File: src/rtl/regbank_pkg.sv
// Shared types and constants for the register-access scheduler: FSM states,
// requester identity, bank geometry and the port-B index check.
package regbank_pkg;

    localparam int DATA_W   = 16;
    localparam int SELA_W   = 5;
    localparam int SELB_W   = 6;
    localparam int REG_MAX  = 27;
    localparam int WREG_IDX = 34;
    localparam int TMO_CYC  = 15;

    typedef enum logic [2:0] {
        IDLE = 3'd0,
        SEL  = 3'd1,
        CAP  = 3'd2,
        EXEC = 3'd3,
        WB   = 3'd4,
        ERR  = 3'd5
    } state_t;

    typedef enum logic {
        OWN_CORE = 1'b0,
        OWN_DBG  = 1'b1
    } owner_t;

    // Port B reaches the general registers plus the working register.
    function automatic logic idx_valid_b(input logic [SELB_W-1:0] idx);
        return (idx <= SELB_W'(REG_MAX)) || (idx == SELB_W'(WREG_IDX));
    endfunction

    function automatic logic idx_valid_a(input logic [SELA_W-1:0] idx);
        return idx <= SELA_W'(REG_MAX);
    endfunction

endpackage

File: src/rtl/rr_arb2.sv
// Two-requester round-robin arbiter (core vs debug); arbitrates only while
// enabled and remembers the last winner so a tie goes to the other side.
module rr_arb2 (
    input  logic clk,
    input  logic reset,
    input  logic i_en,
    input  logic i_req_core,
    input  logic i_req_dbg,
    output logic o_gnt_core,
    output logic o_gnt_dbg
);

    logic r_last_dbg;

    always_comb begin
        o_gnt_core = 1'b0;
        o_gnt_dbg  = 1'b0;
        if (i_en) begin
            if (i_req_core && i_req_dbg) begin
                o_gnt_core = r_last_dbg;
                o_gnt_dbg  = !r_last_dbg;
            end else begin
                o_gnt_core = i_req_core;
                o_gnt_dbg  = i_req_dbg;
            end
        end
    end

    // Starts as "debug won last" so the core takes the first tie.
    always_ff @(posedge clk) begin
        if (reset) begin
            r_last_dbg <= 1'b1;
        end else if (o_gnt_core) begin
            r_last_dbg <= 1'b0;
        end else if (o_gnt_dbg) begin
            r_last_dbg <= 1'b1;
        end
    end

endmodule

File: src/rtl/reg_access_sched.sv
// Sequences select -> capture -> ALU -> write-back for core requests and
// debug reads over the shared bank read mux. Option macro: ALU_TIMEOUT_EN.
module reg_access_sched
    import regbank_pkg::*;
(
    input  logic              clk,
    input  logic              reset,
    input  logic              core_req,
    input  logic [SELA_W-1:0] core_sel_a,
    input  logic [SELB_W-1:0] core_sel_b,
    input  logic [SELB_W-1:0] core_dst,
    input  logic              core_we,
    output logic              core_done,
    output logic              core_err,
    input  logic              dbg_req,
    input  logic [SELB_W-1:0] dbg_sel,
    output logic              dbg_valid,
    output logic [DATA_W-1:0] dbg_data,
    output logic [SELA_W-1:0] sel_a,
    output logic [SELB_W-1:0] sel_b,
    output logic              update_block,
    input  logic [DATA_W-1:0] data_a,
    input  logic [DATA_W-1:0] data_b,
    output logic              alu_start,
    output logic [DATA_W-1:0] alu_op_a,
    output logic [DATA_W-1:0] alu_op_b,
    input  logic              alu_done,
    input  logic [DATA_W-1:0] alu_result,
    output logic              wr_en,
    output logic [SELB_W-1:0] wr_addr,
    output logic [DATA_W-1:0] wr_data
);

    state_t              r_state;
    state_t              w_state_next;
    owner_t              r_owner;
    logic [SELA_W-1:0]   r_sel_a;
    logic [SELB_W-1:0]   r_sel_b;
    logic [SELB_W-1:0]   r_dst;
    logic                r_we;
    logic [DATA_W-1:0]   r_op_a;
    logic [DATA_W-1:0]   r_op_b;
    logic [DATA_W-1:0]   r_result;
    logic [DATA_W-1:0]   r_dbg_data;
    logic                r_alu_start;
    logic                w_idle;
    logic                w_gnt_core;
    logic                w_gnt_dbg;
    logic                w_core_idx_ok;
    logic                w_dbg_idx_ok;
    logic                w_exec_tmo;

    assign w_idle = (r_state == IDLE);

    rr_arb2 u_arb (
        .clk        (clk),
        .reset      (reset),
        .i_en       (w_idle),
        .i_req_core (core_req),
        .i_req_dbg  (dbg_req),
        .o_gnt_core (w_gnt_core),
        .o_gnt_dbg  (w_gnt_dbg)
    );

    assign w_core_idx_ok = idx_valid_a(core_sel_a) && idx_valid_b(core_sel_b)
                           && idx_valid_b(core_dst);
    assign w_dbg_idx_ok  = idx_valid_b(dbg_sel);

`ifdef ALU_TIMEOUT_EN
    localparam int TMO_W = $clog2(TMO_CYC + 1);
    logic [TMO_W-1:0] r_tmo_cnt;

    // Counts completed EXEC cycles; zero on the first EXEC cycle.
    always_ff @(posedge clk) begin
        if (reset || (r_state != EXEC)) begin
            r_tmo_cnt <= '0;
        end else begin
            r_tmo_cnt <= r_tmo_cnt + 1'b1;
        end
    end

    assign w_exec_tmo = (r_tmo_cnt == TMO_W'(TMO_CYC - 1));
`else
    assign w_exec_tmo = 1'b0;
`endif

    always_comb begin
        w_state_next = r_state;
        case (r_state)
            IDLE: begin
                if (w_gnt_core) begin
                    w_state_next = w_core_idx_ok ? SEL : ERR;
                end else if (w_gnt_dbg) begin
                    w_state_next = w_dbg_idx_ok ? SEL : ERR;
                end
            end
            SEL:  w_state_next = CAP;
            // Debug reads skip the ALU; WB is then their response cycle.
            CAP:  w_state_next = (r_owner == OWN_DBG) ? WB : EXEC;
            EXEC: begin
                if (alu_done) begin
                    w_state_next = WB;
                end else if (w_exec_tmo) begin
                    w_state_next = ERR;
                end
            end
            WB:      w_state_next = IDLE;
            ERR:     w_state_next = IDLE;
            default: w_state_next = IDLE;
        endcase
    end

    always_ff @(posedge clk) begin
        if (reset) begin
            r_state     <= IDLE;
            r_owner     <= OWN_CORE;
            r_sel_a     <= '0;
            r_sel_b     <= '0;
            r_dst       <= '0;
            r_we        <= 1'b0;
            r_op_a      <= '0;
            r_op_b      <= '0;
            r_result    <= '0;
            r_dbg_data  <= '0;
            r_alu_start <= 1'b0;
        end else begin
            r_state     <= w_state_next;
            r_alu_start <= (r_state == CAP) && (r_owner == OWN_CORE);
            case (r_state)
                IDLE: begin
                    // Everything the transaction needs is latched at grant.
                    if (w_gnt_core) begin
                        r_owner <= OWN_CORE;
                        r_dst   <= core_dst;
                        r_we    <= core_we;
                        if (w_core_idx_ok) begin
                            r_sel_a <= core_sel_a;
                            r_sel_b <= core_sel_b;
                        end
                    end else if (w_gnt_dbg) begin
                        r_owner    <= OWN_DBG;
                        r_dbg_data <= '0;
                        if (w_dbg_idx_ok) begin
                            r_sel_b <= dbg_sel;
                        end
                    end
                end
                CAP: begin
                    if (r_owner == OWN_DBG) begin
                        r_dbg_data <= data_b;
                    end else begin
                        r_op_a <= data_a;
                        r_op_b <= data_b;
                    end
                end
                EXEC: begin
                    if (alu_done) begin
                        r_result <= alu_result;
                    end
                end
                default: begin
                end
            endcase
        end
    end

    assign sel_a        = r_sel_a;
    assign sel_b        = r_sel_b;
    assign update_block = (r_state == SEL);
    assign alu_start    = r_alu_start;
    assign alu_op_a     = r_op_a;
    assign alu_op_b     = r_op_b;
    assign core_done    = ((r_state == WB) || (r_state == ERR)) && (r_owner == OWN_CORE);
    assign core_err     = (r_state == ERR) && (r_owner == OWN_CORE);
    assign dbg_valid    = ((r_state == WB) || (r_state == ERR)) && (r_owner == OWN_DBG);
    assign dbg_data     = r_dbg_data;
    assign wr_en        = (r_state == WB) && (r_owner == OWN_CORE) && r_we;
    assign wr_addr      = r_dst;
    assign wr_data      = r_result;

endmodule

File: config.mk
export PLATFORM = sky130hd
export DESIGN_NAME = reg_access_sched
export DESIGN_NICKNAME = d
export VERILOG_FILES = /design/src/rtl/regbank_pkg.sv /design/src/rtl/rr_arb2.sv /design/src/rtl/reg_access_sched.sv
export SDC_FILE = /design/constraint.sdc
export NUM_CORES = 1
export LEC_CHECK = 0
export CELL_PAD_IN_SITES_DETAIL_PLACEMENT = 0
export CELL_PAD_IN_SITES_GLOBAL_PLACEMENT = 1
export CORE_MARGIN = 1.5
export CORE_UTILIZATION = 30
export CTS_BUF_LIST = sky130_fd_sc_hd__clkbuf_4 sky130_fd_sc_hd__clkbuf_8
export CTS_CLUSTER_SIZE = 14
export DETAILED_ROUTE_END_ITERATION = 10
export PLACE_DENSITY = 0.86
export RECOVER_POWER = 50
export SLEW_MARGIN = 5
export SYNTH_ARGS = -nofsm -noshare
export SYNTH_HDL_FRONTEND = slang
export SYNTH_SLANG_ARGS = --single-unit
export TNS_END_PERCENT = 5
File: constraint.sdc
create_clock -name clk -period 2 [get_ports clk]
set_input_delay 0.3 -clock clk [delete_from_list [all_inputs] [get_ports clk]]
set_output_delay 0.3 -clock clk [all_outputs]
set_load 0.01 [all_outputs]
==> results.py <==
metrics = {
    "global_routing": {
        "overflow": 0,
        "grt_pass1_wl_um": 15900,
        "grt_max_degree": 44,
        "grt_pass1_vias": 3412,
        "antenna_found_initial": 0,
        "grtUsageTotal": 0.172,
    },
    "sta": {
        "drv_slew": 0,
        "tightest_slew_ps": 878,
        "clock_skew_ps": 4.68,
        "setup_tns_ps": 0,
        "finalCritPeriodShare": 0.975,
        "fin_crit_ps": 1950,
        "hold_viol_final": 0,
        "slew_headroom": 0.414,
        "timing.fmax_mhz": 513,
        "finalSetupViolCount": 0,
        "rsz0062_at_grt": "yes",
    },
    "detailed_routing": {
        "dr.max_layer_used": "met4",
        "drt_iter0_markers": 156,
        "m1WireLength_um": 4220,
        "antenna_left": 0,
        "wl_met3_um": 687,
        "vias": 3365,
        "firstDrtPassIters": 4,
        "avgRoutedWirePerCell_um": 14.1,
        "post-route-drc-count": 0,
        "via_per_inst": 4.73,
        "finalWirelength_um": 10100,
        "wl_met2_um": 4910,
    },
    "synth": {
        "synth_area_um2": 3390,
        "syn_area_per_cell_um2": 8.61,
        "postSynthCellCount": 394,
        "yosysSeqAreaShare": 0.519,
        "synth_warnings": 0,
        "synth_seq_cells": 88,
        "synth_cell_types": 38,
        "synth_fp_nets": 471,
    },
    "critical_path": {
        "cp_num_buf_inv": 2,
        "path_class": "in2reg",
        "worstPathArrival_ps": 2230,
        "critPathSlowestCell": "or4b_4",
        "r2r_slack_ps": 160,
        "crit_path_start_kind": "input pin",
        "crit_chain": "clkdlybuf4s50_1, or4b_4, a32o_1, a211o_1, buf_12, o211a_1, a211oi_2",
        "crit_fanout": 13,
        "crit_required_ps": 2280,
        "cpPeakStageDelay_ps": 540,
        "critPathTopFamily": "compound AO/OA/AOI/OAI gates",
        "worst_setup_path_end_kind": "register",
    },
    "clock_tree": {
        "tritoncts": "built",
        "clock-root-buffer": "clkbuf_8",
        "clockBufferDepth": 2,
        "clock_latency_ps": 360,
        "clk_pin_slew_worst_paths_ps": 80,
        "cts_max_level": 3,
        "clock_sinks": 88,
        "cts-buffers-inserted": 9,
        "postCtsHoldBufs": 0,
    },
    "placement": {
        "place.port_buffers": 163,
        "dp_hpwl_um": 7220,
        "post-place-cells": 696,
        "place.gp.congestion": 0.757,
    },
    "run": {
        "cap_viol_max_count": 0,
    },
    "floorplanning": {
        "core_um2": 10900,
        "ios": 164,
        "dieWidth_um": 109,
        "initial_core_util": 0.310,
        "row_count": 38,
        "dieArea_um2": 12000,
        "die_y_um": 109,
    },
    "pwr": {
        "max-vdd-ir-drop_uv": 409,
        "p_per_area_nw_per_um2": 946,
        "leakagePower_nw": 2.34,
    },
    "finish": {
        "num_antenna_cells": 0,
        "post_route_cells_drive_above_1_share": 0.103,
        "final_common_cell": "nand2_1",
        "fin_nets": 644,
        "fin_cells": 712,
        "synthToLayoutAreaGrowth_pct": 63.1,
        "layout_common_cells": "nand2_1, clkdlybuf4s50_1, dfxtp_1",
    },
    "worst_hold_path": {
        "hp-class": "in2reg",
    },
    "status": {
        "status": "completed",
    },
}
-- state kept, by name (all words and copies together) (netlist names) --
signal	flops
alu_op_a	16
alu_op_b	16
alu_start	1
dbg_data	16
r_owner	1
r_state	3
r_we	1
sel_a	5
sel_b	6
u_arb.r_last_dbg	1
wr_addr	6
wr_data	16
-- stage by stage --
| stage | util | setup WS [ps] | instance area [µm²] | power, mW | hold slack (ps) |
|---|---|---|---|---|---|
| floorplan | - | 181 | 3390 | 3.17 | 432 |
| global placement | 0.486 | -283 | 5310 | 4.10 | 441 |
| detailed placement | 0.486 | -351 | 5310 | 4.15 | 447 |
| CTS | 0.504 | 17.2 | 5510 | 5.36 | 330 |
| global route | 0.506 | -20.0 | 5530 | 5.56 | 342 |
| finish | 0.506 | 50.0 | 5530 | 5.23 | 331 |
-- layer usage --
metal / global-route usage / vias up
li1: - / 1675
met1: 0.194 / 1554
met2: 0.291 / 117
met3: 0.0599 / 19
met4: 0.0751 / 0
met5: 0 / -
-- worst paths after layout --
path | cells after the start | start | end
setup reg to reg | 7 | r_state[0] | sel_b[1]
setup / recovery | 7 | core_sel_b[2] | sel_b[0]
hold / removal | 2 | reset | dbg_data[14]
hold reg to reg | 2 | wr_data[5] | wr_data[5]
-- cell usage after synthesis, drive strengths merged --
cell / count / share of area
a211o: 1 / 0.0026
a32o: 1 / 0.0030
nand3b: 1 / 0.0022
nand2b: 3 / 0.0055
nor3b: 2 / 0.0044
a21o: 2 / 0.0044
o2111ai: 1 / 0.0026
or2: 2 / 0.0037
a31oi: 1 / 0.0018
a211oi: 6 / 0.019
a21oi: 57 / 0.085
nor4b: 1 / 0.0044
o311ai: 1 / 0.0026
nand2: 102 / 0.11
or4b: 4 / 0.012
a22oi: 16 / 0.035
mux2i: 17 / 0.050
clkbuf: 23 / 0.025
o211a: 6 / 0.018
nand3: 2 / 0.0066
o21ai: 4 / 0.0081
buf: 4 / 0.0074
nor2: 33 / 0.037
dfxtp: 88 / 0.52
nor3: 4 / 0.0089
and3b: 2 / 0.0052
and2: 1 / 0.0018
inv: 8 / 0.0089
o21a: 1 / 0.0022
-- power by group --
part	switching [mW]	internal, mW	leakage (nW)
registers	0.142	1.98	0.714
logic	0.981	0.933	1.52
clock network	0.611	0.581	0.0995
total	1.73	3.50	2.34
-- kinds of logic (layout without fill, tap and decap cells) --
| logic type | count (synthesis) | in the layout | share of synthesized area |
|---|---|---|---|
| flip-flops | 88 | 88 | 0.519 |
| buffers and inverters | 35 | 213 | 0.0417 |
| AND/OR/NAND/NOR | 157 | 157 | 0.204 |
| multiplexers | 17 | 17 | 0.0502 |
| AO/OA/AOI/OAI | 97 | 97 | 0.185 |
-- area by class of cell --
type / instances / area [µm²]
clock buffer: 14 / 180
inverter: 8 / 30.0
sequential: 88 / 1760
timing repair buffer: 189 / 1850
tap: 140 / 175
clock inverter: 2 / 12.5
multi-input combinational: 271 / 1530
fill: 1048 / 5400
-- what timing repair did --
item	in CTS	in global routing
endpoints found under the setup margin	3	22
gates resized for setup	5	6
gates cloned	0	0
buffers inserted	0	0
Power figures use the tool's default switching activity.
